<file path="config.mk">
export PLATFORM = sky130hd
export DESIGN_NAME = reg_file
export DESIGN_NICKNAME = d
export VERILOG_FILES = /design/src/rtl/reg_file_pkg.sv /design/src/rtl/reg_file_wmerge.sv /design/src/rtl/reg_file.sv
export SDC_FILE = /design/constraint.sdc
export NUM_CORES = 1
export LEC_CHECK = 0
export CAP_MARGIN = 0
export CORE_ASPECT_RATIO = 0.9
export CORE_MARGIN = 2
export CORE_UTILIZATION = 54
export DETAILED_ROUTE_END_ITERATION = 12
export DONT_BUFFER_PORTS = 1
export PLACE_DENSITY = 0.69
export SYNTH_ARGS = -nofsm -noshare
export SYNTH_HDL_FRONTEND = slang
export SYNTH_SLANG_ARGS = --single-unit
</file>
<file path="constraint.sdc">
create_clock -name CLK -period 4.8 [get_ports CLK]
set_clock_uncertainty 0.05 [all_clocks]
set_input_delay 0.96 -clock CLK [delete_from_list [all_inputs] [get_ports CLK]]
set_output_delay 0.96 -clock CLK [all_outputs]
set_load 0.005 [all_outputs]
</file>
<file path="src/rtl/reg_file_pkg.sv">
// Package: reg_file_pkg
// Shared constants and helpers for the reg_file register bank.
// Optional feature macro: ZERO_REG_EN (word 0 hardwired to zero).

package reg_file_pkg;

    // Value every storage bit and read register takes on reset and on clear
    localparam logic RF_RST_VAL = 1'b0;

    // Number of 8-bit byte lanes in a word of the given width
    function automatic int lane_count(input int width);
        return width / 8;
    endfunction

    // Single-lane merge: take the new byte when its enable is set, else keep the old one
    function automatic logic [7:0] byte_merge(
        input logic [7:0] old_byte,
        input logic [7:0] new_byte,
        input logic       en
    );
        return en ? new_byte : old_byte;
    endfunction

endpackage

</file>
<file path="src/rtl/reg_file_wmerge.sv">
// Module: reg_file_wmerge
// Combinational byte-lane merge of an old word with write data under byte enables.
// The result is both the value stored by a write and the value forwarded on a bypass read.

module reg_file_wmerge
    import reg_file_pkg::*;
#(
    parameter int DATA_W = 16
) (
    input  logic [DATA_W-1:0]             old_word,
    input  logic [DATA_W-1:0]             wdata,
    input  logic [lane_count(DATA_W)-1:0] wbe,
    output logic [DATA_W-1:0]             new_word
);

    localparam int NB = lane_count(DATA_W);

    // One merge cell per byte lane
    for (genvar i = 0; i < NB; i++) begin : g_lane
        assign new_word[8*i +: 8] = byte_merge(old_word[8*i +: 8], wdata[8*i +: 8], wbe[i]);
    end

endmodule

</file>
<file path="src/rtl/reg_file.sv">
// Module: reg_file
// DEPTH x DATA_W register bank: one byte-enabled write port, two registered read
// ports with write-first bypass, and a one-cycle synchronous bulk clear.
// Optional feature macro: ZERO_REG_EN -- word 0 reads as zero, ignores writes and
// has no storage behind it.

module reg_file
    import reg_file_pkg::*;
#(
    parameter int DATA_W = 16,
    parameter int DEPTH  = 8,
    parameter int ADDR_W = $clog2(DEPTH)
) (
    input  logic                          CLK,
    input  logic                          RST_N,
    input  logic                          CLR,
    input  logic                          WR,
    input  logic [ADDR_W-1:0]             WADDR,
    input  logic [DATA_W-1:0]             WDATA,
    input  logic [lane_count(DATA_W)-1:0] WBE,
    input  logic                          RE_A,
    input  logic [ADDR_W-1:0]             RADDR_A,
    output logic [DATA_W-1:0]             RDATA_A,
    input  logic                          RE_B,
    input  logic [ADDR_W-1:0]             RADDR_B,
    output logic [DATA_W-1:0]             RDATA_B
);

`ifdef ZERO_REG_EN
    localparam int FIRST = 1;
`else
    localparam int FIRST = 0;
`endif

    localparam logic [DATA_W-1:0] ZERO_WORD = {DATA_W{RF_RST_VAL}};

    // Only words that really hold state are declared; a hardwired word 0 is simply absent
    logic [DATA_W-1:0] mem [FIRST:DEPTH-1];

    logic [DATA_W-1:0] wr_old;
    logic [DATA_W-1:0] wr_new;
    logic [DATA_W-1:0] rd_a_word;
    logic [DATA_W-1:0] rd_b_word;
    logic              wr_hit;
    logic              byp_a;
    logic              byp_b;

    // True when the address maps onto a real storage word
    function automatic logic addr_ok(input logic [ADDR_W-1:0] a);
        return (int'(a) >= FIRST) && (int'(a) < DEPTH);
    endfunction

    // A write lands only when not overridden by clear and it targets real storage
    assign wr_hit = WR && !CLR && addr_ok(WADDR);
    assign byp_a  = wr_hit && (RADDR_A == WADDR);
    assign byp_b  = wr_hit && (RADDR_B == WADDR);

    // Fetch the current contents at the write and read addresses; missing words read as zero
    always_comb begin
        wr_old    = ZERO_WORD;
        rd_a_word = ZERO_WORD;
        rd_b_word = ZERO_WORD;
        if (addr_ok(WADDR)) begin
            wr_old = mem[WADDR];
        end
        if (addr_ok(RADDR_A)) begin
            rd_a_word = mem[RADDR_A];
        end
        if (addr_ok(RADDR_B)) begin
            rd_b_word = mem[RADDR_B];
        end
    end

    // The post-write word serves the store and both bypass paths, since a bypass always hits WADDR
    reg_file_wmerge #(
        .DATA_W (DATA_W)
    ) u_wmerge (
        .old_word (wr_old),
        .wdata    (WDATA),
        .wbe      (WBE),
        .new_word (wr_new)
    );

    // Storage update: clear beats write, and a write only touches its enabled bytes
    always_ff @(posedge CLK or negedge RST_N) begin
        if (!RST_N) begin
            for (int i = FIRST; i < DEPTH; i++) begin
                mem[i] <= ZERO_WORD;
            end
        end else if (CLR) begin
            for (int i = FIRST; i < DEPTH; i++) begin
                mem[i] <= ZERO_WORD;
            end
        end else if (wr_hit) begin
            mem[WADDR] <= wr_new;
        end
    end

    // Port A read register: holds when idle, zero under clear, forwards a same-cycle write
    always_ff @(posedge CLK or negedge RST_N) begin
        if (!RST_N) begin
            RDATA_A <= ZERO_WORD;
        end else if (RE_A) begin
            if (CLR) begin
                RDATA_A <= ZERO_WORD;
            end else if (byp_a) begin
                RDATA_A <= wr_new;
            end else begin
                RDATA_A <= rd_a_word;
            end
        end
    end

    // Port B read register: same behaviour as port A, fully independent
    always_ff @(posedge CLK or negedge RST_N) begin
        if (!RST_N) begin
            RDATA_B <= ZERO_WORD;
        end else if (RE_B) begin
            if (CLR) begin
                RDATA_B <= ZERO_WORD;
            end else if (byp_b) begin
                RDATA_B <= wr_new;
            end else begin
                RDATA_B <= rd_b_word;
            end
        end
    end

endmodule

</file>
==> metrics, run 1 <==
synthesized area slightly below 10000 µm²; area grow syn2layout 6.62%; HPWL Detailed about 20000 µm; nets@finish 807; period utilization 51.8%; starting density of the core around 55%; detailed-router iteration count before antenna repair 6; commonest non-fill, non-tap cells in the layout 160 x dfrtp_1, 107 x nand2_1, 77 x mux4_2; share of total power in the clock network 45.8%; Reg power frac between 40 and 50%; post_cts resized 0; Net Count, Synth around 850; DRC Markers 0; Period minus WS final between 2 and 2.5 ns; critical path data arrival time between 2 and 3 ns; YS warnings 0; die area 19300 µm²; Post-CTS Hold Fix Bufs 0; Maximum Capacitance Violations 0; total gr overflow 0; antenna violations before repair 1; status finished clean; crit path launch type input port; final antenna-violating net count 0; Hold/Removal Path Class in2async; share of cells above drive strength 1 approximately 22%; vias per cell around 7.5; Worst-Margin Slew 1.22 ns; Sw Ratio approximately a quarter; RSZ-0062 raised after global routing no; Clock transition at path regs ~0.060 ns; total CTS buffers 17; pwr/cell area approximately 300 nW/µm²; final wirelength about 31000 µm; Int Pwr around 2.4 mW; max-slew violation count 0; postcts setup bufs 0; CP required ~5.1 ns; Post-Syn Instances between 800 and 900; Unique masters post-synth 56; Overall Power approximately 3.1 mW; setup TNS 0 ns; Ports 65; LEAKAGE 4.26 nW; GPL Wtd Cong 0.898; FFs w/ async S/R, synth 100%; Seq/Total Area, Yosys about two fifths; core area 17700 µm²; CP Capture Type register; IO Port Bufs 0; clk buf depth 2; ANT cells 0; Final setup viols 0; achievable clock frequency 402 MHz; GRT Total Usage approximately a third; CTS tree yes; Primary FF master, synth dfrtp_1; via count of the first global-routing pass around 7700; EDFF count, synth 0; global-route wire length before repair ~47000 µm; leading cell type in the layout, fill and taps excluded dfrtp_1; via count approximately 7700; sw power ~780 µW; Yosys reg bits 160; CP Class in2reg; die height 132 µm; post-DR wirelength/cell 30.3 µm; Slew headroom 18.0%; mean area per synthesized cell around 12 µm²; row count between 40 and 50; crit path max fanout 22; die width 146 µm; 1st-iter DRT viols about 1100; worst vdd ir about 0.23 mV; CTS H-tree lvls 4; clk_lat worst skew between 0.4 and 0.5 ns; Num Clock Sinks 160; final hold vios 0; largest net degree at the start of global routing 161; Logic pwr share under 10%; Root Buffer clkbuf_16
[logic make-up after synthesis]
| group | share of synthesized area, % |
|---|---|
| AO/OA/AOI/OAI | 19.6 |
| multiplexers | 24.6 |
| buffers and inverters | 3.79 |
| flip-flops | 40.8 |
| AND/OR/NAND/NOR | 10.7 |
| XOR/XNOR | 0.536 |
[sequential cells by signal, summed over array words and instances, names as in the netlist]
name / cells
RDATA_B: 16
mem: 128
RDATA_A: 16
[final timing paths]
check	start	end	slack [ns]	depth (start not counted)
max	WR	RDATA_A[4]	2.32	4
max reg2reg	mem[8]	mem[56]	2.72	4
min	RST_N	mem[60]	0.17	0
min reg2reg	RDATA_B[7]	RDATA_B[7]	0.47	2
max in group asynchronous	RST_N	mem[2]	4.32	0
min in group CLK	RDATA_B[7]	RDATA_B[7]	0.47	2
[worst max-delay path, cell delays in order]
cell,delay [ns]
nor2b_1,0.20
and4_1,0.81
nand2_1,0.42
o311ai_1,0.36
[cells in the mapped netlist, types with 3 or more instances]
cell,number,area (µm²)
dfrtp_1,160,4000
nand2_1,107,402
mux4_2,77,1730
o31ai_1,67,503
a22o_1,56,490
mux2i_1,35,350
mux2_2,27,304
nor2b_1,27,169
clkbuf_1,26,97.6
buf_2,24,120
nand2b_1,22,138
nor2_1,14,52.6
o311ai_1,14,123
nor3_1,12,60.1
a311o_1,11,110
nand3_1,10,50.1
buf_1,9,33.8
o21ai_0,9,45.0
a21oi_1,7,35.0
a221o_1,7,70.1
a31oi_1,6,37.5
inv_1,6,22.5
or3_1,6,37.5
xnor2_1,6,52.6
a211oi_4,5,100
a32oi_1,5,43.8
and3_1,5,31.3
a221oi_2,4,60.1
a2bb2oi_4,4,105
buf_4,4,30.0
buf_6,4,45.0
a31o_2,3,26.3
[metrics by stage]
stage | utilization (%) | setup slack [ns] | std cells | hold WS, ns | instance area [µm²]
after floorplan | - | 2.17 | 813 | 0.424 | 9810
after CTS | 59.0 | 2.35 | 1027 | 0.167 | 10500
after detailed placement | 55.5 | 1.90 | 995 | 0.461 | 9840
after global placement | 55.5 | 2.03 | 995 | 0.443 | 9840
final | 59.0 | 2.32 | 1027 | 0.175 | 10500
after global routing | 59.0 | 2.19 | 1027 | 0.155 | 10500
[power by group through the flow]
| stage | logic [mW] | clock network [mW] | registers (mW) |
|---|---|---|---|
| floorplan | 0.267 | 0 | 1.42 |
| global placement | 0.277 | 0 | 1.43 |
| detailed placement | 0.281 | 0 | 1.43 |
| CTS | 0.282 | 1.43 | 1.41 |
| global route | 0.301 | 1.50 | 1.41 |
| finish | 0.290 | 1.43 | 1.41 |
[routing by layer]
metal / global-route usage (%) / routed length [µm] / up-vias / share of wire, %
li1: - / - / 3114 / -
met1: 42.0 / 11600 / 3877 / 37
met2: 49.8 / 14100 / 548 / 45
met3: 13.3 / 4020 / 134 / 13
met4: 14.2 / 1330 / 0 / 4.3
met5: 0 / 0 / - / 0
[area by class of cell]
type	instances	area (µm²)
timing repair buffer	10	75.1
sequential	160	4000
clock buffer	21	460
tap	240	300
clock inverter	11	155
multi-input combinational	577	5440
fill	1436	7270
inverter	8	30.0
(Power assumes the default switching activity.)
==> run 2: changes to the inputs <==
- PLACE_DENSITY: 0.69 -> 0.72
- clock period: 4.8 -> 2.2 ns (I/O delays scaled with it)
==> metrics, run 2 (same netlist as run 1, synthesis figures left out) <==
Met1 Routed Length 11200 µm (-3.5%); via count of the first global-routing pass 8238 (+6.9%); post_cts resized 0 (unchanged); Hold/Removal Path Class in2async; commonest non-fill, non-tap cells in the layout 160 x dfrtp_1, 107 x nand2_1, 77 x mux4_2; critical path data arrival time 2.27 ns (-0.49 ns); met3 WL 4380 µm (+9.0%); nets@finish 839 (+4.0%); Top Metal Used met4; max incr delay on CP 0.49 ns (-0.32 ns); 1st-iter DRT viols 979 (-14%); via count 8032 (+4.7%); area grow syn2layout 9.07%; crit-path cells mux2_1 > mux4_2 > o31ai_4 > o21ai_0; Fin Hold WS -0.355 ns (-0.530 ns); clk buf depth 2 (unchanged); total CTS buffers 17 (unchanged); post-DR wirelength/cell 30.3 µm (about the same); GRT Total Usage 34.3% (+1.5 points); RSZ-0062 raised after global routing no; core area 17700 µm² (unchanged); clk_lat worst skew 0.45 ns (about the same); global-route wire length before repair 49400 µm (+4.7%); Worst path slowest cell mux4_2; final worst setup slack 0.169 ns (-2.15 ns); CTS tree yes; Clock transition at path regs 0.06 ns (about the same); final hold vios 160 (+160); violated checks negative hold slack; Ports 65 (unchanged); Num Clock Sinks 160 (unchanged); largest net degree at the start of global routing 161 (unchanged); max-slew violation count 0 (unchanged); Period minus WS final 2.03 ns; crit path launch type register; vias per cell 7.58 (+1.4%); period utilization between 90 and 100%; biggest regs mem x128, RDATA_A x16, RDATA_B x16; total gr overflow 0 (unchanged); detailed-router iteration count before antenna repair 7 (+1); Final setup viols 0 (unchanged); die area 19300 µm² (unchanged); CTS H-tree lvls 4 (unchanged); LEAKAGE 4.42 nW (+3.8%); setup TNS 0 ns (unchanged); post-layout instance area 10700 µm² (+2.3%); Largest Register mem; starting density of the core 55.3% (unchanged); status finished, violations left; leading cell type in the layout, fill and taps excluded dfrtp_1; Slew headroom 37.0% (+19 points); final wirelength 32100 µm (+3.2%); CP Class reg2reg; pwr/cell area 643 nW/µm² (+110%); IO Port Bufs 0 (unchanged); DRC Markers 0 (unchanged); die height 132 µm (unchanged); max reg flops 128 (unchanged); Final Instance Count excl. Fillers 1060 (+3.2%); Place WS 0.157 ns (-1.74 ns); antenna violations before repair 0 (-1); achievable clock frequency 492 MHz; worst vdd ir 0.478 mV (+100%); fin util 60.4% (+1.4 points); share of cells above drive strength 1 25.0% (+3.2 points); row count 46 (unchanged); placed cell area 10100 µm² (+2.4%); HPWL Detailed 20300 µm (+3.5%); final antenna-violating net count 0 (unchanged); dpl cells 1027 (+3.2%); Overall Power 6.88 mW (+120%); crit path max fanout 10 (-55%); GPL Wtd Cong 0.919 (+2.3%); CP Capture Type register; CP required 2.44 ns (-2.63 ns); WL met2 14600 µm (+2.9%); Worst-Margin Slew 0.940 ns (-0.285 ns); die width 146 µm (unchanged); Root Buffer clkbuf_16; Maximum Capacitance Violations 0 (unchanged)
run 2: changes by cell type in the layout (fill, tap and decap cells not counted):
| cell | before | now |
|---|---|---|
| buf_4 | 10 | 42 |
| clkbuf_1 | 2 | 1 |
| clkinv_2 | 1 | 2 |
| clkinv_4 | 2 | 1 |
| clkinvlp_4 | 3 | 4 |
| diode_2 | 0 | 1 |
| inv_6 | 1 | 2 |
| inv_8 | 1 | 0 |
run 2: path summary, 6_finish.rpt:
path                       startpoint  depth (start not counted)          to  slack, ns
min                             RST_N                          0     mem[85]      -0.36
max in group asynchronous       RST_N                          0     mem[56]       2.17
min in group CLK                 RE_A                          1  RDATA_A[5]       0.09
max reg2reg                   mem[88]                          4      mem[8]       0.17
max                           mem[88]                          4      mem[8]       0.17
min reg2reg                RDATA_B[6]                          2  RDATA_B[6]       0.48
run 2: area by class of cell:
cell class	count	area, µm²
fillers	1384	7030
multi-input cells	577	5440
flip-flops and latches	160	4000
clock buffers	20	457
repair buffers	42	315
well taps	240	300
clock inverters	12	156
inverters	8	30.0
diodes	1	2.50
run 2: layer usage:
metal / track usage (%) / vias up
met1: 43.2 / 3984
met4: 21.3 / 0
met2: 51.0 / 689
met5: 0 / -
li1: - / 3185
met3: 12.2 / 174
run 2: worst max-delay path, delay by kind of cell (launching register included):
kind,cells,cell delay (ns)
AO/OA/AOI/OAI,2,0.61
flip-flops,1,0.40
multiplexers,2,0.81
run 2: timing repair:
item / in CTS / in global routing
hold endpoints to repair: 160 / 160
buffers inserted: 0 / 0
endpoints found under the setup margin: 0 / 0
run 2: power breakdown:
| part | leakage [nW] | total [mW] | internal, mW | switching [mW] |
|---|---|---|---|---|
| Combinational | 1.91 | 0.673 | 0.298 | 0.375 |
| Clock | 0.289 | 3.13 | 1.85 | 1.28 |
| Sequential | 2.22 | 3.07 | 3.01 | 0.0677 |
==> run 3: changes to the inputs <==
==> constraint.sdc (replaced) <==
create_clock -name CLK -period 2.2 [get_ports CLK]
set_clock_uncertainty 0.05 [all_clocks]
set_input_delay 0.33 -clock CLK [delete_from_list [all_inputs] [get_ports CLK]]
set_output_delay 0.33 -clock CLK [all_outputs]
set_load 0.005 [all_outputs]
==> metrics, run 3 (same netlist as run 1, synthesis figures left out) <==
status finished, violations left; violated checks negative hold slack; Int Pwr 5.53 mW (+7.3%); max-slew violation count 0 (unchanged); sw power 1.67 mW (-3.6%); share of total power in the clock network 48.1% (+2.6 points); post_cts resized 0 (unchanged); nets@finish 834 (-0.60%); CTS tree yes; final wirelength 31700 µm (-1.4%); LEAKAGE 4.44 nW (+0.34%); Worst path slowest cell a211oi_4; share of cells above drive strength 1 24.2% (-0.80 points); final worst setup slack 0.195 ns (+0.0252 ns); postcts setup bufs 0 (unchanged); critical path data arrival time 2.24 ns (-0.03 ns); die height 132 µm (unchanged); starting density of the core 55.3% (unchanged); 1st-iter DRT viols 1026 (+4.8%); CTS H-tree lvls 4 (unchanged); GRT Total Usage 33.4% (-0.95 points); die width 146 µm (unchanged); Logic pwr share 9.3% (-0.5 points); Clock transition at path regs 0.07 ns (about the same); row count 46 (unchanged); area grow syn2layout 9.28%; Slew headroom 24.2% (-13 points); Fillers 1393 (+0.65%); Worst-Margin Slew 1.13 ns (+0.191 ns); via count 7911 (-1.5%); setup TNS 0 ns (unchanged); fin util 60.5% (+0.12 points); crit-path cells mux4_2 > nand2b_1 > a211oi_4 > o311ai_1; commonest non-fill, non-tap cells in the layout 160 x dfrtp_1, 107 x nand2_1, 77 x mux4_2; RSZ-0062 raised after global routing no; crit path max fanout 10 (unchanged); die area 19300 µm² (unchanged); Sw Ratio 23.1% (-2.0 points); clk buf depth 2 (unchanged); antenna violations before repair 0 (unchanged); pwr/cell area 671 nW/µm² (+4.4%); period utilization 91.2% (-1.1 points); Reg power frac 42.7% (-2.0 points); Post-CTS Hold Fix Bufs 1; CP Class reg2reg; IO Port Bufs 0 (unchanged); final antenna-violating net count 0 (unchanged); Largest Register mem; global-route wire length before repair 48400 µm (-2.2%); detailed-router iteration count before antenna repair 6 (-1); Ports 65 (unchanged); Maximum Capacitance Violations 0 (unchanged); Fin Hold WS -0.452 ns (-0.0966 ns); Overall Power 7.19 mW (+4.6%); HPWL Detailed 19700 µm (-2.6%); crit path launch type register; Num Clock Sinks 160 (unchanged); leading cell type in the layout, fill and taps excluded dfrtp_1; Hold/Removal Path Class in2async; GPL Wtd Cong 0.872 (-5.1%); CP required 2.44 ns (about the same); max incr delay on CP 0.52 ns (+0.03 ns); final hold vios 160 (unchanged); total gr overflow 0 (unchanged); vias per cell 7.51 (-0.85%); max reg flops 128 (unchanged); CP Capture Type register; clk_lat worst skew 0.44 ns (about the same); worst vdd ir 0.434 mV (-9.2%); core area 17700 µm² (unchanged); via count of the first global-routing pass 8108 (-1.6%); Root Buffer clkbuf_16; post-DR wirelength/cell 30.1 µm (-0.79%); Final setup viols 0 (unchanged); achievable clock frequency 499 MHz (+1.3%); DRC Markers 0 (unchanged); total CTS buffers 17 (unchanged); Period minus WS final 2.01 ns (-0.0252 ns); biggest regs mem x128, RDATA_A x16, RDATA_B x16; ANT cells 0 (-1); Place WS 0.220 ns (+0.0631 ns); largest net degree at the start of global routing 161 (unchanged)
==> run 3: cell count changes in the layout (fill, tap and decap cells not counted), sizes merged <==
cell         change
buf              -6
bufinv           +4
clkinvlp         -4
clkinv           +2
inv              -2
clkbuf           -1
diode            -1
dlygate4sd3      +1
==> run 3: power groups by stage <==
stage	registers, mW	clock network, mW	logic (mW)
after floorplan	3.10	0	0.582
after detailed placement	3.12	0	0.638
after CTS	3.07	3.46	0.644
after global placement	3.12	0	0.624
final	3.07	3.46	0.666
after global routing	3.08	3.58	0.689
==> run 3: worst max-delay path: cells and delay by family (launching register included) <==
family	cells	cell delay, ns
compound gates	2	0.70
mux	1	0.49
flops	1	0.41
simple gates	1	0.21
==> run 3: worst paths after layout <==
kind / depth (start not counted) / endpoint / slack, ns / from
worst max-delay path: 4 / RDATA_A[7] / 0.19 / mem[71]
worst min register to register: 2 / RDATA_B[7] / 0.47 / RDATA_B[7]
max in group asynchronous: 0 / mem[44] / 2.13 / RST_N
worst min-delay path: 0 / mem[57] / -0.45 / RST_N
worst max register to register: 4 / RDATA_A[7] / 0.19 / mem[71]
min in group CLK: 1 / RDATA_A[3] / 0.01 / RE_A
==> run 3: final cells by class <==
type | instances | area (µm²) | area share, %
sequential | 160 | 4000 | 37.3
clock inverter | 12 | 239 | 2.23
inverter | 8 | 30.0 | 0.280
clock buffer | 19 | 433 | 4.04
multi-input combinational | 577 | 5440 | 50.7
tap | 240 | 300 | 2.80
timing repair buffer | 37 | 280 | 2.61
==> run 3: stage by stage <==
step | hold WS [ns] | instance area (µm²) | std cells
after CTS | -0.458 | 10700 | 1053
after detailed placement | -0.00891 | 10000 | 1021
final | -0.452 | 10700 | 1053
after floorplan | -0.0156 | 9810 | 813
after global placement | -0.00678 | 10000 | 1021
after global routing | -0.468 | 10700 | 1053
==> run 3: layer usage <==
layer	wire [µm]	vias to the layer above	global-route usage, %	share of wire [%]
met5	0	-	0	0
met4	1490	0	17.7	4.7
met3	4400	131	11.9	14
met2	14500	622	50.1	46
met1	11300	3978	42.9	36
li1	-	3180	-	-
